## src/rtl/ps2_key_rx_pkg.sv

```systemverilog
// Shared definitions for the PS/2 keyboard receiver: frame states, scancodes, held-key indices.
// Pure declarations; no timing or flow control.
package ps2_pkg;

  typedef enum logic [1:0] {
    IDLE   = 2'd0,
    DATA   = 2'd1,
    PARITY = 2'd2,
    STOP   = 2'd3
  } frame_state_t;

  localparam logic [7:0] SC_E0    = 8'hE0;
  localparam logic [7:0] SC_F0    = 8'hF0;
  localparam logic [7:0] SC_E1    = 8'hE1;
  localparam logic [7:0] SC_AA    = 8'hAA;
  localparam logic [7:0] SC_FA    = 8'hFA;
  localparam logic [7:0] SC_EE    = 8'hEE;
  localparam logic [7:0] SC_FC    = 8'hFC;
  localparam logic [7:0] SC_FE    = 8'hFE;
  localparam logic [7:0] SC_00    = 8'h00;
  localparam logic [7:0] SC_FF    = 8'hFF;
  localparam logic [7:0] SC_LEFT  = 8'h6B;
  localparam logic [7:0] SC_RIGHT = 8'h74;
  localparam logic [7:0] SC_DOWN  = 8'h72;
  localparam logic [7:0] SC_UP    = 8'h75;
  localparam logic [7:0] SC_SPACE = 8'h29;

  localparam int HELD_LEFT  = 0;
  localparam int HELD_RIGHT = 1;
  localparam int HELD_DOWN  = 2;
  localparam int HELD_UP    = 3;
  localparam int HELD_SPACE = 4;

  // Controller responses and Pause/BAT noise that must never reach the game logic.
  function automatic logic is_ignored(input logic [7:0] b);
    return (b == SC_E1) || (b == SC_AA) || (b == SC_FA) || (b == SC_EE) ||
           (b == SC_FC) || (b == SC_FE) || (b == SC_00) || (b == SC_FF);
  endfunction

endpackage

```

## src/rtl/ps2_key_rx_if.sv

```systemverilog
// Key-event bus from the PS/2 receiver to the game logic.
// Pulses only, no backpressure: the consumer must take an event in its pulse cycle.
interface ps2_key_rx_if;
  logic       key_valid;
  logic [7:0] key_code;
  logic       key_ext;
  logic       key_break;
  logic [4:0] key_held;
  logic       frame_err;
  logic       busy;

  modport master (output key_valid, key_code, key_ext, key_break, key_held, frame_err, busy);
  modport slave  (input  key_valid, key_code, key_ext, key_break, key_held, frame_err, busy);
endinterface

```

## src/rtl/ps2_key_rx_line_sync.sv

```systemverilog
// Synchronises raw PS/2 pins and glitch-filters the clock; strobe on filtered falling edge.
// Latency: 2 sync cycles + FILTER_LEN cycles from raw edge to strobe; no backpressure.
module ps2_line_sync #(
  parameter int FILTER_LEN = 8
) (
  input  logic clk,
  input  logic rst_b,
  input  logic ps2_clk,
  input  logic ps2_dat,
  output logic fall_strobe,
  output logic dat_s
);

  localparam int CW = (FILTER_LEN > 1) ? $clog2(FILTER_LEN) : 1;

  logic [1:0]    clk_sync;
  logic [1:0]    dat_sync;
  logic          level;
  logic [CW-1:0] cnt;
  logic          toggle;

  assign toggle      = (clk_sync[1] != level) && (cnt == CW'(FILTER_LEN - 1));
  assign fall_strobe = toggle && level;
  assign dat_s       = dat_sync[1];

  // Synchronisers reset to the idle-high line state so reset never fakes an edge.
  always_ff @(posedge clk) begin
    if (!rst_b) begin
      clk_sync <= 2'b11;
      dat_sync <= 2'b11;
      level    <= 1'b1;
      cnt      <= '0;
    end else begin
      clk_sync <= {clk_sync[0], ps2_clk};
      dat_sync <= {dat_sync[0], ps2_dat};
      if (clk_sync[1] == level) begin
        cnt <= '0;
      end else if (toggle) begin
        level <= ~level;
        cnt   <= '0;
      end else begin
        cnt <= cnt + 1'b1;
      end
    end
  end

endmodule

```

## src/rtl/ps2_key_rx.sv

```systemverilog
// PS/2 keyboard receiver: deframes bytes, folds E0/F0 prefixes into key events, tracks held game keys.
// Events and frame errors are registered one cycle after the STOP strobe; no backpressure.
module ps2_key_rx
  import ps2_pkg::*;
#(
  parameter int FILTER_LEN     = 8,
  parameter int TIMEOUT_CYCLES = 100_000
) (
  input  logic         clk,
  input  logic         rst_b,
  input  logic         ps2_clk,
  input  logic         ps2_dat,
  ps2_key_rx_if.master key_bus
);

  localparam int TW = $clog2(TIMEOUT_CYCLES + 1);

  logic          strobe;
  logic          dat_s;
  frame_state_t  state, state_nx;
  logic [2:0]    bit_cnt, bit_nx;
  logic [7:0]    shreg, sh_nx;
  logic          par, par_nx;
  logic [TW-1:0] to_cnt, to_nx;
  logic          byte_ok, frame_bad;

  logic          ext_pend, brk_pend;
  logic          key_valid_q, key_ext_q, key_break_q, frame_err_q;
  logic [7:0]    key_code_q;
  logic [4:0]    key_held_q;

  ps2_line_sync #(.FILTER_LEN(FILTER_LEN)) u_sync (
    .clk         (clk),
    .rst_b       (rst_b),
    .ps2_clk     (ps2_clk),
    .ps2_dat     (ps2_dat),
    .fall_strobe (strobe),
    .dat_s       (dat_s)
  );

  always_comb begin
    state_nx  = state;
    bit_nx    = bit_cnt;
    sh_nx     = shreg;
    par_nx    = par;
    to_nx     = to_cnt;
    byte_ok   = 1'b0;
    frame_bad = 1'b0;
    case (state)
      IDLE: begin
        to_nx = '0;
        if (strobe && !dat_s) begin
          state_nx = DATA;
          bit_nx   = 3'd0;
        end
      end
      DATA: begin
        if (strobe) begin
          sh_nx  = {dat_s, shreg[7:1]};
          bit_nx = bit_cnt + 3'd1;
          if (bit_cnt == 3'd7) state_nx = PARITY;
        end
      end
      PARITY: begin
        if (strobe) begin
          par_nx   = dat_s;
          state_nx = STOP;
        end
      end
      STOP: begin
        if (strobe) begin
          if (dat_s && (^{shreg, par})) byte_ok = 1'b1;
          else                           frame_bad = 1'b1;
          state_nx = IDLE;
        end
      end
      default: state_nx = IDLE;
    endcase
    // A strobe landing on the expiry cycle keeps the frame alive.
    if (state != IDLE) begin
      if (strobe) begin
        to_nx = '0;
      end else if (to_cnt == TW'(TIMEOUT_CYCLES - 1)) begin
        frame_bad = 1'b1;
        state_nx  = IDLE;
        to_nx     = '0;
      end else begin
        to_nx = to_cnt + 1'b1;
      end
    end
  end

  always_ff @(posedge clk) begin
    if (!rst_b) begin
      state       <= IDLE;
      bit_cnt     <= '0;
      shreg       <= '0;
      par         <= 1'b0;
      to_cnt      <= '0;
      ext_pend    <= 1'b0;
      brk_pend    <= 1'b0;
      key_valid_q <= 1'b0;
      key_code_q  <= '0;
      key_ext_q   <= 1'b0;
      key_break_q <= 1'b0;
      key_held_q  <= '0;
      frame_err_q <= 1'b0;
    end else begin
      state       <= state_nx;
      bit_cnt     <= bit_nx;
      shreg       <= sh_nx;
      par         <= par_nx;
      to_cnt      <= to_nx;
      key_valid_q <= 1'b0;
      frame_err_q <= frame_bad;
      if (frame_bad) begin
        ext_pend <= 1'b0;
        brk_pend <= 1'b0;
      end else if (byte_ok) begin
        if (shreg == SC_E0) begin
          ext_pend <= 1'b1;
        end else if (shreg == SC_F0) begin
          brk_pend <= 1'b1;
        end else begin
          ext_pend <= 1'b0;
          brk_pend <= 1'b0;
          if (!is_ignored(shreg)) begin
            key_valid_q <= 1'b1;
            key_code_q  <= shreg;
            key_ext_q   <= ext_pend;
            key_break_q <= brk_pend;
            if (ext_pend && shreg == SC_LEFT)   key_held_q[HELD_LEFT]  <= ~brk_pend;
            if (ext_pend && shreg == SC_RIGHT)  key_held_q[HELD_RIGHT] <= ~brk_pend;
            if (ext_pend && shreg == SC_DOWN)   key_held_q[HELD_DOWN]  <= ~brk_pend;
            if (ext_pend && shreg == SC_UP)     key_held_q[HELD_UP]    <= ~brk_pend;
            if (!ext_pend && shreg == SC_SPACE) key_held_q[HELD_SPACE] <= ~brk_pend;
          end
        end
      end
    end
  end

  assign key_bus.key_valid = key_valid_q;
  assign key_bus.key_code  = key_code_q;
  assign key_bus.key_ext   = key_ext_q;
  assign key_bus.key_break = key_break_q;
  assign key_bus.key_held  = key_held_q;
  assign key_bus.frame_err = frame_err_q;
  assign key_bus.busy      = (state != IDLE);

endmodule

```

## src/flat_wrapper.sv

```systemverilog
// flat-port wrapper written by rule: the top's interface ports become plain ports
module ps2_key_rx_flat import ps2_pkg::*;
#(
  parameter int FILTER_LEN     = 8,
  parameter int TIMEOUT_CYCLES = 100_000
)
  (clk, rst_b, ps2_clk, ps2_dat, key_bus_key_valid, key_bus_key_code, key_bus_key_ext, key_bus_key_break, key_bus_key_held, key_bus_frame_err, key_bus_busy);
  ps2_key_rx_if key_bus_i ();
  input  logic clk;
  input  logic rst_b;
  input  logic ps2_clk;
  input  logic ps2_dat;
  output wire logic [$bits(key_bus_i.key_valid)-1:0] key_bus_key_valid;
  output wire logic [$bits(key_bus_i.key_code)-1:0] key_bus_key_code;
  output wire logic [$bits(key_bus_i.key_ext)-1:0] key_bus_key_ext;
  output wire logic [$bits(key_bus_i.key_break)-1:0] key_bus_key_break;
  output wire logic [$bits(key_bus_i.key_held)-1:0] key_bus_key_held;
  output wire logic [$bits(key_bus_i.frame_err)-1:0] key_bus_frame_err;
  output wire logic [$bits(key_bus_i.busy)-1:0] key_bus_busy;
  assign key_bus_key_valid = key_bus_i.key_valid;
  assign key_bus_key_code = key_bus_i.key_code;
  assign key_bus_key_ext = key_bus_i.key_ext;
  assign key_bus_key_break = key_bus_i.key_break;
  assign key_bus_key_held = key_bus_i.key_held;
  assign key_bus_frame_err = key_bus_i.frame_err;
  assign key_bus_busy = key_bus_i.busy;
  ps2_key_rx #(.FILTER_LEN(FILTER_LEN), .TIMEOUT_CYCLES(TIMEOUT_CYCLES)) u_core (.clk(clk), .rst_b(rst_b), .ps2_clk(ps2_clk), .ps2_dat(ps2_dat), .key_bus(key_bus_i));
endmodule
```

## config.mk

```make
export PLATFORM = sky130hd
export DESIGN_NAME = ps2_key_rx_flat
export DESIGN_NICKNAME = d
export VERILOG_FILES = /design/src/rtl/ps2_key_rx_pkg.sv /design/src/rtl/ps2_key_rx_if.sv /design/src/rtl/ps2_key_rx_line_sync.sv /design/src/rtl/ps2_key_rx.sv /design/src/flat_wrapper.sv
export SDC_FILE = /design/constraint.sdc
export NUM_CORES = 1
export LEC_CHECK = 0
export ABC_AREA = 1
export BUFFER_PORTS_ARGS = -buffer_cell sky130_fd_sc_hd__buf_2
export CAP_MARGIN = 25
export CORE_UTILIZATION = 45
export CTS_CLUSTER_DIAMETER = 80
export DETAILED_ROUTE_END_ITERATION = 10
export SLEW_MARGIN = 20
export SYNTH_ARGS = -nofsm -noshare
export SYNTH_HDL_FRONTEND = slang
export SYNTH_SLANG_ARGS = --single-unit
```

## constraint.sdc

```tcl
create_clock -name clk -period 2.22 [get_ports clk]
set_clock_uncertainty 0.2 [all_clocks]
set_input_delay 0.222 -clock clk [delete_from_list [all_inputs] [get_ports clk]]
set_output_delay 0.222 -clock clk [all_outputs]
set_load 0.02 [all_outputs]
```

======== Word level (Yosys, flattened, before mapping) ========
Cells that the tools add are included.
Widths: inputs -> output; s select.
storage, ports and cells
  output and inout port bits .............. 18
  bits in writable memories ............... 0
  bits in latches ......................... 0
  input bits .............................. 4
  memories ................................ 0
  logic and storage cells ................. 126
  bits in registers ....................... 58
  memory bits (read-only) ................. 0
operators by class
  shift-type cells ........................ 0
  divide/modulo/power cells ............... 0
  mux-type cells .......................... 29
  equality and inequality tests ........... 25
  $mul .................................... 0
  reductions and logical operators ........ 39
  add/sub/neg operators ................... 3
  magnitude comparators ................... 0
  bitwise gates (word level) .............. 9
operators by type and width
  kind                   number
  $eq 8x8->1 const B     9
  $mux 17                4
  $eq 8x7->1 const B     4
  $reduce_and 6->1       5
  $add 17x1->17 const B  1
  $eq 17x17->1 const B   1
  $mux 2                 8
  $mux 1                 13
  $reduce_and 2->1       5
  $logic_and 1x1->1      9
  $not 1->1              9
  $reduce_xor 9->1       1
  $eq 8x6->1 const B     1
  $logic_not 8->1        1
  $pmux 2 s4             1
  $logic_or 1x1->1       7
  $add 3x1->3 const B    2
  $eq 3x3->1 const B     2
  $mux 3                 2
  $ne 2x1->1 const B     3
  $pmux 3 s2             1
  $reduce_bool 2->1      3
  $reduce_and 5->1       1
  $reduce_or 5->1        1
  other kinds (9)        11

======== Depth between registers and ports, before layout ========
  depth after elaboration ................. 10
  gate-level depth with buffers ........... 14
  gate-level depth less buffers ........... 13

======== Cells and area by module ========
From an unflattened synthesis, not the netlist that was laid out.
unflattened totals
  cell total of the unflattened synthesis .. 419
  area, all modules ....................... 2819.0 um^2
modules (own cells, without submodules)
  module         cells each  instances  area each (um^2)  seq. area each (um^2)
  ps2_key_rx     387         1          2526.2            1001.0
  ps2_line_sync  32          1          292.8             160.2

======== Worst setup path after synthesis ========
Ideal clock, no wire load.
  path type ............................... register to register
  start point ............................. register u_core.u_sync.cnt[0]
  end point ............................... register u_core.key_code_q[3], in the netlist u_core.key_bus.key_code[3]
  period minus slack after synthesis ...... 1957 ps
  arrival time ............................ 1628 ps
  path buffers ............................ 1
  path slack .............................. 263 ps
  setup time .............................. 129 ps
  cell stages (with the launch flop) ...... 11
  data required time ...................... 1891 ps
  cells stage by stage .................... dfxtp_1 ha_1 ha_1 inv_1 nor3b_4 nand2_4 nor2_4 nand4_2 buf_4 nand2_1 a21oi_1
on the way
  word-level cells in the longest chain between the ends .. 10
  elaborated cells on any way between the ends .. 12
  those cells by class .................... eq/ne (1); mux (7); bitwise (1); reduce/logical (3)
RTL lines
  what                          line                        text
  start, declared               ps2_key_rx_line_sync.sv:19  logic [CW-1:0] cnt;
  start signal, assigned        ps2_key_rx_line_sync.sv:42  cnt <= cnt + 1'b1;
  $eq 3x3->1 *                  ps2_key_rx_line_sync.sv:22  assign toggle = (clk_sync[1] != level) && (cnt == CW'(FILTER_LEN - 1));
  $logic_and 1x1->1 *           ps2_key_rx_line_sync.sv:22
  $logic_and 1x1->1 *           ps2_key_rx_line_sync.sv:23  assign fall_strobe = toggle && level;
  $mux 1                        ps2_key_rx.sv:71            if (strobe) begin
  $mux 1                        ps2_key_rx.sv:49            case (state)
  $mux 1                        ps2_key_rx.sv:83            end else if (to_cnt == TW'(TIMEOUT_CYCLES - 1)) begin
  $mux 1                        ps2_key_rx.sv:81            if (strobe) begin
  $mux 1                        ps2_key_rx.sv:80            if (state != IDLE) begin
  $not 1->1 (no line)           -
  $reduce_and 5->1 (no line) *  -
  end signal, assigned          ps2_key_rx.sv:129           key_code_q <= shreg;
  end, declared                 ps2_key_rx.sv:29            logic [7:0] key_code_q;
Mark *: on every way between the ends. The rest lies on a longest branch, timed or not.
A chain may end at the register's enable or synchronous reset.

======== Worst setup path in the final report ========
  start point ............................. register u_core.u_sync.cnt[1]
  end point ............................... register u_core.key_held_q[4], in the netlist u_core.key_bus.key_held[4]
on the way
  word-level cells in the longest chain between the ends .. 10
  elaborated cells on any way between the ends .. 12
  those cells by class .................... eq/ne (1); mux (7); bitwise (1); reduce/logical (3)
RTL lines
  what                           line                        text
  $eq 3x3->1 *                   ps2_key_rx_line_sync.sv:22
  $logic_and 1x1->1 *            ps2_key_rx_line_sync.sv:22
  $logic_and 1x1->1 *            ps2_key_rx_line_sync.sv:23
  $mux 1                         ps2_key_rx.sv:71
  $mux 1                         ps2_key_rx.sv:49
  $mux 1                         ps2_key_rx.sv:83
  $mux 1                         ps2_key_rx.sv:81
  $mux 1                         ps2_key_rx.sv:80
  $not 1->1 (no line)            -
  $reduce_and 6->1 (no line) *   -
  end signal, assigned by index  ps2_key_rx.sv:132           if (ext_pend && shreg == SC_LEFT) key_held_q[HELD_LEFT] <= ~brk_pend;
  end signal, assigned by index  ps2_key_rx.sv:133           if (ext_pend && shreg == SC_RIGHT) key_held_q[HELD_RIGHT] <= ~brk_pend;
  end signal, assigned by index  ps2_key_rx.sv:134           if (ext_pend && shreg == SC_DOWN) key_held_q[HELD_DOWN] <= ~brk_pend;
  end, declared                  ps2_key_rx.sv:30            logic [4:0] key_held_q;
Marks and branches as above.

==> results.json <==
{
  "synth_warnings": 0,
  "numClockSinks": 58,
  "whs_path_depth": 1,
  "mostFrequentLayoutCell": "nand2_1",
  "firstDrtPassIters": 5,
  "worstPathMaxFanout": 6,
  "start_kind": "register",
  "peakVddDrop_v": 0.0004603,
  "hold-path-endpoint": "u_core.u_sync.clk_sync[1]",
  "r2r-end": "u_core.key_bus.key_held[4]",
  "slew_violations": 0,
  "numPortBuffers": 21,
  "status": "finished, final reports clean",
  "max_freq_mhz": 469.4,
  "wire_per_inst_um": 12.91,
  "drive_gt1_frac": 0.2299,
  "antenna_found_initial": 0,
  "die-area_um2": 6784,
  "postSynthAreaPerCell_um2": 7.396,
  "hold_start": "u_core.u_sync.clk_sync[0]",
  "vias": 2630,
  "htreeDepth": 3,
  "worst_slew_pin_slew_ns": 0.3919,
  "clockRootBuffer": "clkbuf_8",
  "r2r_start": "u_core.u_sync.cnt[1]",
  "worstPathRequired_ns": 2.24,
  "synthesis.area_um2": 2907,
  "dieWidth_um": 82.37,
  "via_per_inst": 5.157,
  "initial_core_util": 0.4796,
  "tns_ns": 0,
  "fin_area_um2": 3466,
  "ios": 22,
  "diodes": 0,
  "synth_nets": 402,
  "reg2regPathDepth": 11,
  "min_path_type": "register to register",
  "synthFlopType": "dfxtp_1",
  "cts_tree": "done",
  "synth_sequential_area_ratio": 0.3995,
  "syn_inst": 393,
  "synthDistinctLibCells": 35,
  "fillers": 599,
  "most-common-layout-cells": "nand2_1 (80), dfxtp_1 (57), a21oi_1 (40)",
  "grt_first_pass_wirelength_um": 10450,
  "placed_area_um2": 3074,
  "overflow": 0,
  "relSlewSlack": 0.7381,
  "cp-end-kind": "register",
  "finalHoldViolCount": 0,
  "async_flop_share": 0,
  "post-dp-hpwl_um": 4398,
  "num-nets-final": 439,
  "core_um2": 6061,
  "ant_nets": 0,
  "min_period_ns": 2.130,
  "track_usage": 0.2095,
  "path_class": "register to register",
  "synth.ff_latch_count": 58,
  "finalSetupViolCount": 0,
  "cts_inserted_buffers": 9,
  "reg2reg_slack_ns": 0.09,
  "path_clk_slew_ns": 0.07,
  "power_density_nw_per_um2": 623.7,
  "cap_violations": 0,
  "drc": 0,
  "worstPathArrival_ns": 2.15,
  "clock_latency_ns": 0.34,
  "wirelength_um": 6585,
  "grt_max_degree": 26,
  "rows": 28,
  "syn2layout_area_growth_pct": 19.24,
  "chipHeight_um": 82.37,
  "clk_path_buf_depth": 2,
  "synth_edf_count": 0,
  "finalCritPeriodShare": 0.9596,
  "place_congestion": 0.9290,
  "grt_pass1_vias": 2241,
  "drt_iter0_drc": 199,
  "leakage_nw": 1.349
}
[cell type report]
cell class,count,area (µm²),area share
sequential,58,1162,0.3354
tap,75,93.84,0.02708
clock buffer,10,137.6,0.03971
timing repair buffer,40,315.3,0.09097
clock inverter,6,80.08,0.02310
inverter,43,161.4,0.04657
multi-input combinational,278,1515,0.4372
[stage by stage]
step	instances	power (W)	hold WS (ns)	setup slack, ns	util
after floorplan	393	0.001086	0.1286	0.2626	-
after detailed placement	485	0.001095	0.1967	0.06999	0.5072
final	510	0.002162	0.2129	0.08974	0.5718
after global placement	485	0.001095	0.1968	0.1509	0.5072
after global routing	510	0.002231	0.2311	-0.01020	0.5718
after CTS	504	0.002185	0.2152	0.05974	0.5481
[registers in the layout, summed over array words and instances, names as in the netlist]
signal,cells
u_core.ext_pend,1
u_core.u_sync.cnt,3
u_core.par,1
u_core.key_bus.key_code,8
u_core.u_sync.dat_sync,2
u_core.shreg,8
u_core.u_sync.level,1
u_core.u_sync.clk_sync,2
u_core.key_bus.frame_err,1
u_core.state,2
u_core.key_bus.key_break,1
u_core.key_bus.key_valid,1
u_core.key_bus.key_ext,1
u_core.brk_pend,1
u_core.to_cnt,17
u_core.bit_cnt,3
u_core.key_bus.key_held,5
[critical path, stage by stage (launching register included)]
cell and delay [ns]:
dfxtp_1 0.36, ha_4 0.15, ha_4 0.13, inv_2 0.04
nor3b_4 0.32, nand2_4 0.10, nor2_4 0.17, buf_12 0.15
clkbuf_16 0.14, nand4_1 0.10, nand2_1 0.08, a21oi_1 0.06
[report_power, final]
group	switching (W)	leakage (nW)	internal, W
sequential	0.00000409	0.468	0.00104
combinational	0.0000176	0.764	0.0000116
clock	0.000430	0.116	0.000654
total	0.000451	1.35	0.00171
[cells by family (layout without fill, tap and decap cells)]
group / after synthesis / in the layout / share of synthesized area
and+or+nand+nor: 203 / 204 / 0.3487
buffers and inverters: 58 / 99 / 0.09901
xor gates and xnor gates: 4 / 4 / 0.01464
DFF: 58 / 58 / 0.3995
AOI/OAI and AO/OA: 65 / 65 / 0.1167
adders and majority gates: 5 / 5 / 0.02152
[routing by layer]
| metal | vias up | track usage | routed length, µm |
|---|---|---|---|
| li1 | 1378 | - | - |
| met1 | 1188 | 0.2788 | 3271 |
| met2 | 54 | 0.3149 | 2927 |
| met3 | 10 | 0.04725 | 261 |
| met4 | 0 | 0.1088 | 125 |
| met5 | - | 0 | 0 |
[how the worst max path moves through the flow]
stage	start	end	slack (ns)	cells past startpoint
CTS	u_core.u_sync.cnt[0]	u_core.key_bus.key_ext	0.06	9
floorplan	u_core.u_sync.cnt[0]	u_core.key_bus.key_code[3]	0.26	10
detailed placement	u_core.u_sync.cnt[0]	u_core.key_bus.key_ext	0.07	9
finish	u_core.u_sync.cnt[1]	u_core.key_bus.key_held[4]	0.09	11
global route	u_core.shreg[2]	u_core.key_bus.key_code[7]	-0.01	10
global placement	u_core.u_sync.cnt[0]	u_core.key_bus.key_code[2]	0.15	9
[cells in the mapped netlist, types with 2 or more instances]
master | n | area [µm²]
nand2_1 | 80 | 300.3
dfxtp_1 | 58 | 1161
a21oi_1 | 41 | 205.2
nor2_1 | 40 | 150.1
inv_1 | 36 | 135.1
nand4_1 | 24 | 150.1
nand3_1 | 17 | 85.08
o21ai_0 | 17 | 85.08
nand2_2 | 10 | 62.56
nor3_1 | 10 | 50.05
inv_2 | 7 | 26.28
buf_6 | 6 | 67.56
ha_1 | 5 | 62.56
nand2_4 | 5 | 56.30
a31oi_1 | 4 | 25.02
or2_2 | 4 | 25.02
buf_4 | 3 | 22.52
a211oi_1 | 2 | 15.01
buf_2 | 2 | 10.01
clkbuf_1 | 2 | 7.510
nor2_2 | 2 | 12.51
nor2_4 | 2 | 22.52
nor3_2 | 2 | 20.02
nor4_1 | 2 | 12.51
xor2_1 | 2 | 17.52
[timing repair]
| item | 4_1_cts | 5_1_grt |
|---|---|---|
| buffers inserted | 0 | 3 |
| hold buffers | 3 | 0 |
| resized for setup | 0 | 11 |
| setup endpoints to repair | 0 | 16 |
| hold endpoints to repair | 3 | 0 |
No activity file was read; power rests on OpenSTA's default activity.
